==> config.mk <==
export PLATFORM = sky130hd
export DESIGN_NAME = pn_sort_pipe
export DESIGN_NICKNAME = d
export VERILOG_FILES = /design/src/rtl/pn_sort_pipe.sv
export SDC_FILE = /design/constraint.sdc
export NUM_CORES = 1
export LEC_CHECK = 0
export CAP_MARGIN = 20
export CELL_PAD_IN_SITES_DETAIL_PLACEMENT = 1
export CELL_PAD_IN_SITES_GLOBAL_PLACEMENT = 2
export CORE_MARGIN = 4
export CORE_UTILIZATION = 34
export CTS_BUF_LIST = sky130_fd_sc_hd__clkbuf_8
export DETAILED_ROUTE_END_ITERATION = 10
export PLACE_DENSITY_LB_ADDON = 0.1
export RECOVER_POWER = 50
export SYNTH_ARGS = -nofsm -noshare
export SYNTH_HDL_FRONTEND = slang
export SYNTH_SLANG_ARGS = --single-unit
==> constraint.sdc <==
create_clock -name clk -period 5.45 [get_ports clk]
set_clock_uncertainty 0.05 [all_clocks]
set_input_delay 1.09 -clock clk [delete_from_list [all_inputs] [get_ports clk]]
set_output_delay 1.09 -clock clk [all_outputs]
set_load 0.05 [all_outputs]
==> src/rtl/pn_sort_pipe.sv <==
// Pipelined compare-and-swap permutation network for the deflection path.
// Winner (smallest key) exits on port 0; global stall, alternating tie-break, swap statistic.
module pn_sort_pipe #(
  parameter int NUM_PORTS  = 4,
  parameter int WIDTH_TIME = 8,
  parameter int WIDTH_DATA = 32,
  parameter int WIDTH_CNT  = 16
) (
  input  logic                             clk,
  input  logic                             reset_n,
  input  logic                             stall,
  input  logic                             clr_stats,
  input  logic [NUM_PORTS*WIDTH_TIME-1:0]  in_time,
  input  logic [NUM_PORTS*WIDTH_DATA-1:0]  in_data,
  output logic [NUM_PORTS*WIDTH_TIME-1:0]  out_time,
  output logic [NUM_PORTS*WIDTH_DATA-1:0]  out_data,
  output logic                             mode,
  output logic [WIDTH_CNT-1:0]             swap_cnt
);

  localparam int S  = (NUM_PORTS > 2) ? $clog2(NUM_PORTS) : 1;
  localparam int SW = WIDTH_CNT + 4;

  logic [WIDTH_TIME-1:0] time_q [S][NUM_PORTS];
  logic [WIDTH_TIME-1:0] time_d [S][NUM_PORTS];
  logic [WIDTH_DATA-1:0] data_q [S][NUM_PORTS];
  logic [WIDTH_DATA-1:0] data_d [S][NUM_PORTS];
  logic                  mode_q, mode_d;
  logic [WIDTH_CNT-1:0]  cnt_q, cnt_d;
  logic [SW-1:0]         nswap, cnt_sum;
  logic [WIDTH_TIME-1:0] tmp_t;
  logic [WIDTH_DATA-1:0] tmp_d;

  function automatic int partner(input int i, input int s);
    return i ^ (1 << (S - 1 - s));
  endfunction

  // Empty slots (time 0) rank last; on an equal key the real flit beats the empty one.
  function automatic logic do_swap(input logic [WIDTH_TIME-1:0] ti,
                                   input logic [WIDTH_TIME-1:0] tj,
                                   input logic m);
    logic [WIDTH_TIME-1:0] ki, kj;
    ki = (ti == '0) ? '1 : ti;
    kj = (tj == '0) ? '1 : tj;
    if (kj < ki) return 1'b1;
    if (ki < kj) return 1'b0;
    if (ti != '0 && tj != '0) return m;
    return (ti == '0) && (tj != '0);
  endfunction

  always_comb begin
    nswap = '0;
    tmp_t = '0;
    tmp_d = '0;
    for (int i = 0; i < NUM_PORTS; i++) begin
      time_d[0][i] = in_time[i*WIDTH_TIME +: WIDTH_TIME];
      data_d[0][i] = in_data[i*WIDTH_DATA +: WIDTH_DATA];
    end
    for (int s = 1; s < S; s++) begin
      for (int i = 0; i < NUM_PORTS; i++) begin
        time_d[s][i] = time_q[s-1][i];
        data_d[s][i] = data_q[s-1][i];
      end
    end
    // Pairs within a stage are disjoint, so swapping in place is safe.
    for (int s = 0; s < S; s++) begin
      for (int i = 0; i < NUM_PORTS; i++) begin
        if (partner(i, s) > i) begin
          if (do_swap(time_d[s][i], time_d[s][partner(i, s)], mode_q)) begin
            tmp_t                    = time_d[s][i];
            tmp_d                    = data_d[s][i];
            time_d[s][i]             = time_d[s][partner(i, s)];
            data_d[s][i]             = data_d[s][partner(i, s)];
            time_d[s][partner(i, s)] = tmp_t;
            data_d[s][partner(i, s)] = tmp_d;
            nswap                    = nswap + SW'(1);
          end
        end
      end
    end
  end

  always_comb begin
    mode_d  = stall ? mode_q : ~mode_q;
    cnt_sum = SW'(cnt_q) + nswap;
    if (clr_stats)
      cnt_d = '0;
    else if (stall)
      cnt_d = cnt_q;
    else if (cnt_sum > SW'({WIDTH_CNT{1'b1}}))
      cnt_d = '1;
    else
      cnt_d = cnt_sum[WIDTH_CNT-1:0];
  end

  always_ff @(posedge clk or negedge reset_n) begin
    if (!reset_n) begin
      time_q <= '{default: '0};
      data_q <= '{default: '0};
      mode_q <= 1'b0;
      cnt_q  <= '0;
    end else begin
      mode_q <= mode_d;
      cnt_q  <= cnt_d;
      if (!stall) begin
        time_q <= time_d;
        data_q <= data_d;
      end
    end
  end

  for (genvar p = 0; p < NUM_PORTS; p++) begin : g_out
    assign out_time[p*WIDTH_TIME +: WIDTH_TIME] = time_q[S-1][p];
    assign out_data[p*WIDTH_DATA +: WIDTH_DATA] = data_q[S-1][p];
  end

  assign mode     = mode_q;
  assign swap_cnt = cnt_q;

endmodule

---- After elaboration in Yosys (flattened, before gate mapping) ----
Cells that the tools add are included.
Widths: inputs -> output; s select.
word-level totals
  bits in registers ....................... 337
  bits of input ports ..................... 164
  output and inout bits ................... 177
  word-level logic and storage cells ...... 132
operators by class
  add/subtract/negate cells ............... 4
  $lt $le $gt $ge ......................... 9
  equality and inequality tests ........... 1
  muxes and demuxes ....................... 75
  bitwise logic cells ..................... 1
  reductions and logical operators ........ 24
operator list
  kind                   number
  $mux 32                4
  $mux 64                2
  $mux 8                 12
  $mux 16                5
  $logic_not 8->1        8
  $lt 8x8->1             8
  $reduce_bool 8->1      8
  $add 20x1->20 const B  3
  $mux 20                3
  $mux 1                 49
  $add 16x20->20         1
  $gt 20x16->1 const B   1
  $logic_and 1x1->1      8
  $ne 2x1->1 const B     1
  $not 1->1              1

---- Logic depth before layout (Yosys ltp) ----
  depth after elaboration ................. 22
  depth in mapped cells ................... 26
  mapped depth without buffers ............ 23

---- Least setup slack after synthesis ----
OpenSTA, ideal clock, no wires.
  kind .................................... input port to flip-flop
  start point ............................. input port in_time[18]
  end point ............................... register cnt_q[5], in the netlist swap_cnt[5]
  data arrival time ....................... 5792 ps
  data required time ...................... 5268 ps
  slack ................................... -524 ps
  stages on the path ...................... 23
  path buffers ............................ 3
  cells stage by stage .................... or4_1 > nor3_2 > nor2_1 > ha_1 > and3_1 > nand2_1 > a21o_1 > a31oi_1 > buf_6 > inv_6 > buf_6 > ha_1 > xnor2_1 > ha_1 > mux2_2 > fa_1 > a21o_1 > a21oi_1 > or3_1 > clkbuf_1 > nand2_1 > mux2i_1 > nor2_1
on the way
  word-level cells in the longest chain between the ends .. 20
RTL lines
  what                                                         line        RTL
  start: declaration                                           13          input logic [NUM_PORTS*WIDTH_TIME-1:0] in_time,
  $logic_not 8->1 / $reduce_bool 8->1 (equally long branches)  44, 47, 48
  $mux 8 / $logic_and 1x1->1 (equally long branches)           44, 47
  $lt 8x8->1 / $mux 1 (equally long branches)                  46, 47
  $mux 1 (on tied branches)                                    46, 47
  $mux 1 (on tied branches)                                    47, 46
  $mux 1                                                       48          return (ti == '0) && (tj != '0);
  $mux 1                                                       47          if (ti != '0 && tj != '0) return m;
  $mux 1 *                                                     46          if (ki < kj) return 1'b0;
  [... 4 more ...]                                             --
  $mux 20 *                                                    69          if (do_swap(time_d[s][i], time_d[s][partner(i, s)], mode_q)) begin
  $add 20x1->20                                                76          nswap = nswap + SW'(1);
  $mux 20 *                                                    69
  $add 16x20->20 *                                             85          cnt_sum = SW'(cnt_q) + nswap;
  $gt 20x16->1                                                 90          else if (cnt_sum > SW'({WIDTH_CNT{1'b1}}))
  $mux 16 *                                                    90
  $mux 16 *                                                    88          else if (stall)
  $mux 16 *                                                    86          if (clr_stats)
  end signal: assignment                                       104         cnt_q <= cnt_d;
  end: declaration                                             29          logic [WIDTH_CNT-1:0] cnt_q, cnt_d;
Mark *: on every way between the ends. The rest lies on a longest branch, timed or not. The select of a mux whose other input is x is not followed.
A chain may end at the register's enable or synchronous reset.

---- Final worst setup path ----
  start point ............................. input port in_time[0]
  end point ............................... register cnt_q[3], in the netlist swap_cnt[3]
on the way
  word-level cells in the longest chain between the ends .. 20
RTL lines
  what                                                         line
  $logic_not 8->1 / $reduce_bool 8->1 (equally long branches)  43, 48, 47
  $mux 8 / $logic_and 1x1->1 (equally long branches)           43, 47
  $lt 8x8->1 / $mux 1 (equally long branches)                  46, 47
  $mux 1 (on tied branches)                                    46, 47
  $mux 1 (on tied branches)                                    47, 46
  $mux 1                                                       48
  $mux 1                                                       47
  $mux 1 *                                                     46
  [... 4 more ...]                                             --
  $mux 20 *                                                    69
  $add 20x1->20                                                76
  $mux 20 *                                                    69
  $add 16x20->20 *                                             85
  $gt 20x16->1                                                 90
  $mux 16 *                                                    90
  $mux 16 *                                                    88
  $mux 16 *                                                    86
Marked as above.

==> metrics.md <==
| Metric | Value |
|---|---|
| Setup CP Type | input port to flop |
| Most numerous cell in the Yosys netlist | dfrtp_1 |
| I/O pins | around 340 |
| Fmax | 190 MHz |
| Setup WS post-layout | 0.176 ns |
| Period utilization | 96.8% |
| IO buf count | 340 |
| MaxCap Viol Count | 1 |
| Share of cells above drive strength 1 | 9.71% |
| Post-synth EDFFs | 0 |
| Routed WL | 56600 um |
| Final Core Density | 43.3% |
| Area leader, netlist | dfrtp_1 |
| FFs w/ async S/R, synth | 100% |
| Die X | roughly 240 um |
| Max-slew violation count | 79 |
| Die H | 240 um |
| Vias per Instance | 4.92 |
| Failing checks | capacitance limit, slew limit |
| Max Buffers Root-to-Sink | 3 |
| Detail Placement HPWL | ~39000 um |
| First DRT Iteration DRCs | 839 |
| GRT overflow | 0 |
| WL/cell | 19.7 um |
| Post-synthesis cell type count | 50 |
| Synth top cells by count | dfrtp_1, nand2_1, mux2i_1 |
| Yosys warning count | 0 |
| Synth Instances | 1930 |
| Synthesized area per cell | 9.48 sq um |
| Number of hold buffers added after cts | 0 |
| Row cnt | 84 |
| Total GRT Usage | 19.2% |
| Setup Viol. Count Final | 0 |
| TritonRoute pass-1 iters | 4 |
| Leakage | ~10 nW |
| First-pass GRT wire length | 87400 um |
| Hold Crit Class | flop to flop |
| Crit Path Max Fanout | 8 |
| Run status | finished, violations left |
| P&R area growth vs syn | 25.1% |
| Sequential share of the synthesized area | 46.1% |
| Die ar. | 0.0576 sq mm |
| H-tree levels | 2 |
| Nets | about 2300 |
| Syn nets | 2136 |
| Placement Setup Slack | -0.824 ns |
| Vias in the first global route | 14900 |
| Antenna-violating nets left | 0 |
| CTS tree | yes |
| Startpoint types | input port |
| Power per cell area | 423 mW/mm^2 |
| Yosys top cell area share | around 46% |
| Worst Tran Pin Value | 3.93 ns |
| Antenna violations before repair | 7 |
| Final Hold Fails | 0 |
| Crit path capture type | flop |
| Max IR drop VDD | 0.256 mV |
| RePlAce Congestion | 0.786 |
| Initial Util | 34.6% |
| Top post-synthesis cells by area | dfrtp_1, mux2i_1, buf_4 |
| Post-Syn Area | 0.0183 sq mm |
| Synth Flop Type | dfrtp_1 |
| Largest net degree at the start of global routing | 259 |
| Period minus WS final | 5.27 ns |
| Core area | 0.0529 sq mm |
| WP data required | a little under 6 ns |
| TritonCTS Buffers | around 60 |
| CP Data Arrival Time | 5.73 ns |
| FF+latch count, synth | around 340 |
| Worst-Skew Late Latency | 0.66 ns |
| Worst-path clk slew | 0.06 ns |
| CTS Sinks | between 300 and 400 |
| Root Buffer | clkbuf_8 |
| DRC errors left | 0 |
| DR vias | around 14000 |
| Slew HR | -162% |
-- cell families after synthesis --
family                   after synthesis  synth area share [%]
AND/OR/NAND/NOR                      556                  14.0
AO/OA/AOI/OAI                        455                  13.0
flip-flops                           337                  46.1
buffers and inverters                288                  10.3
multiplexers                         245                  13.4
adder cells (fa/ha/maj)               42                  2.91
XOR/XNOR                               6                 0.287
other                                  1                0.0205
-- flip-flops by register name, summed over array words and instances, names as in the netlist --
register  cells
out_data    128
time_q       32
out_time     32
swap_cnt     16
mode          1
data_q      128
-- through the flow --
| step | hold slack [ns] | power, mW | setup TNS [ns] | instances | instance area, sq um |
|---|---|---|---|---|---|
| after floorplan | 0.404 | 6.36 | -0.125 | 1930 | 18400 |
| after global placement | 0.417 | 7.27 | -9.11 | 2749 | 21400 |
| after CTS | 0.338 | 9.84 | 0 | 2855 | 22600 |
| after detailed placement | 0.422 | 7.34 | -11.26 | 2749 | 21400 |
| after global routing | 0.460 | 10.3 | -0.0129 | 2866 | 22900 |
| final | 0.435 | 9.68 | 0 | 2868 | 22900 |
-- area by class of cell --
cell class	instances	area (sq um)
flip-flops and latches	337	8430
inverters	8	35.0
fillers	5962	30000
clock inverters	28	150
multi-input cells	1305	8250
diodes	6	15.0
clock buffers	77	1060
well taps	688	861
repair buffers	419	4080
-- placed cells by master (no fill, tap or decap), types with 3 or more instances in the layout --
| master | count |
|---|---|
| nor4_1 | 5 |
| inv_1 | 27 |
| nand2b_1 | 29 |
| o21ai_0 | 115 |
| or2_2 | 6 |
| diode_2 | 6 |
| a31oi_1 | 4 |
| buf_12 | 3 |
| nand3_1 | 5 |
| and3_1 | 4 |
| xnor2_1 | 4 |
| clkinv_2 | 4 |
| nor4_4 | 3 |
| o32ai_4 | 3 |
| or4_1 | 3 |
| and2_1 | 3 |
| mux2i_1 | 244 |
| clkbuf_8 | 77 |
| dlymetal6s2s_1 | 14 |
| dfrtp_1 | 337 |
| nor2_1 | 41 |
| or4_4 | 6 |
| buf_4 | 71 |
| nand2_1 | 334 |
| o21ai_1 | 128 |
| clkdlybuf4s50_1 | 324 |
| inv_6 | 3 |
| o211ai_1 | 4 |
| nor3_1 | 3 |
| nand4_1 | 8 |
| ha_1 | 39 |
| nor2b_1 | 87 |
| buf_6 | 3 |
| a21o_1 | 8 |
| a21oi_1 | 180 |
-- critical path: stages --
cell	delay (ns)
clkdlybuf4s50_1	0.43
or4_4	0.55
or2_4	0.31
nor2b_1	0.14
ha_1	0.19
nor2b_1	0.11
o211ai_1	0.09
a21o_1	0.20
a31oi_4	0.25
inv_6	0.05
ha_4	0.23
xnor2_2	0.13
ha_1	0.30
mux2_4	0.30
fa_2	0.38
a21o_1	0.22
a21oi_4	0.20
or3_4	0.17
buf_4	0.11
a21oi_1	0.06
a21oi_1	0.16
nor2_1	0.05
-- worst paths after layout --
check,start,to,slack [ns],cells after the start
max,in_time[0],swap_cnt[3]$_DFFE_PN0P_,0.18,22
min,out_data[37]$_DFFE_PN0N_,out_data[37]$_DFFE_PN0N_,0.44,2
max reg2reg,time_q[49]$_DFFE_PN0N_,swap_cnt[0]$_DFFE_PN0P_,0.68,16
min reg2reg,out_data[37]$_DFFE_PN0N_,out_data[37]$_DFFE_PN0N_,0.44,2
max in group asynchronous,reset_n,out_data[74]$_DFFE_PN0N_,0.82,2
min in group asynchronous,reset_n,data_q[212]$_DFFE_PN0N_,1.96,1
-- routing by layer --
layer / vias up / track usage [%] / wire length (um)
met1: 6922 / 25.4 / 25400
met4: 6 / 5.46 / 1100
met5: - / 0 / 34
met3: 75 / 3.60 / 2400
met2: 243 / 32.4 / 27600
li1: 6859 / - / -
-- report_power, final --
group	leakage, nW	switching, mW	internal [mW]
logic	5.59	2.43	1.44
clock network	0.699	1.10	1.30
registers	4.07	0.409	2.99
-- what timing repair did --
action | in CTS | in global routing
setup endpoints to repair | 11 | 16
hold endpoints to repair | 0 | 0
gates resized for setup | 1 | 42
pin swaps | 1 | 26
buffers inserted | 1 | 7
No activity file was read; power rests on OpenSTA's default activity.
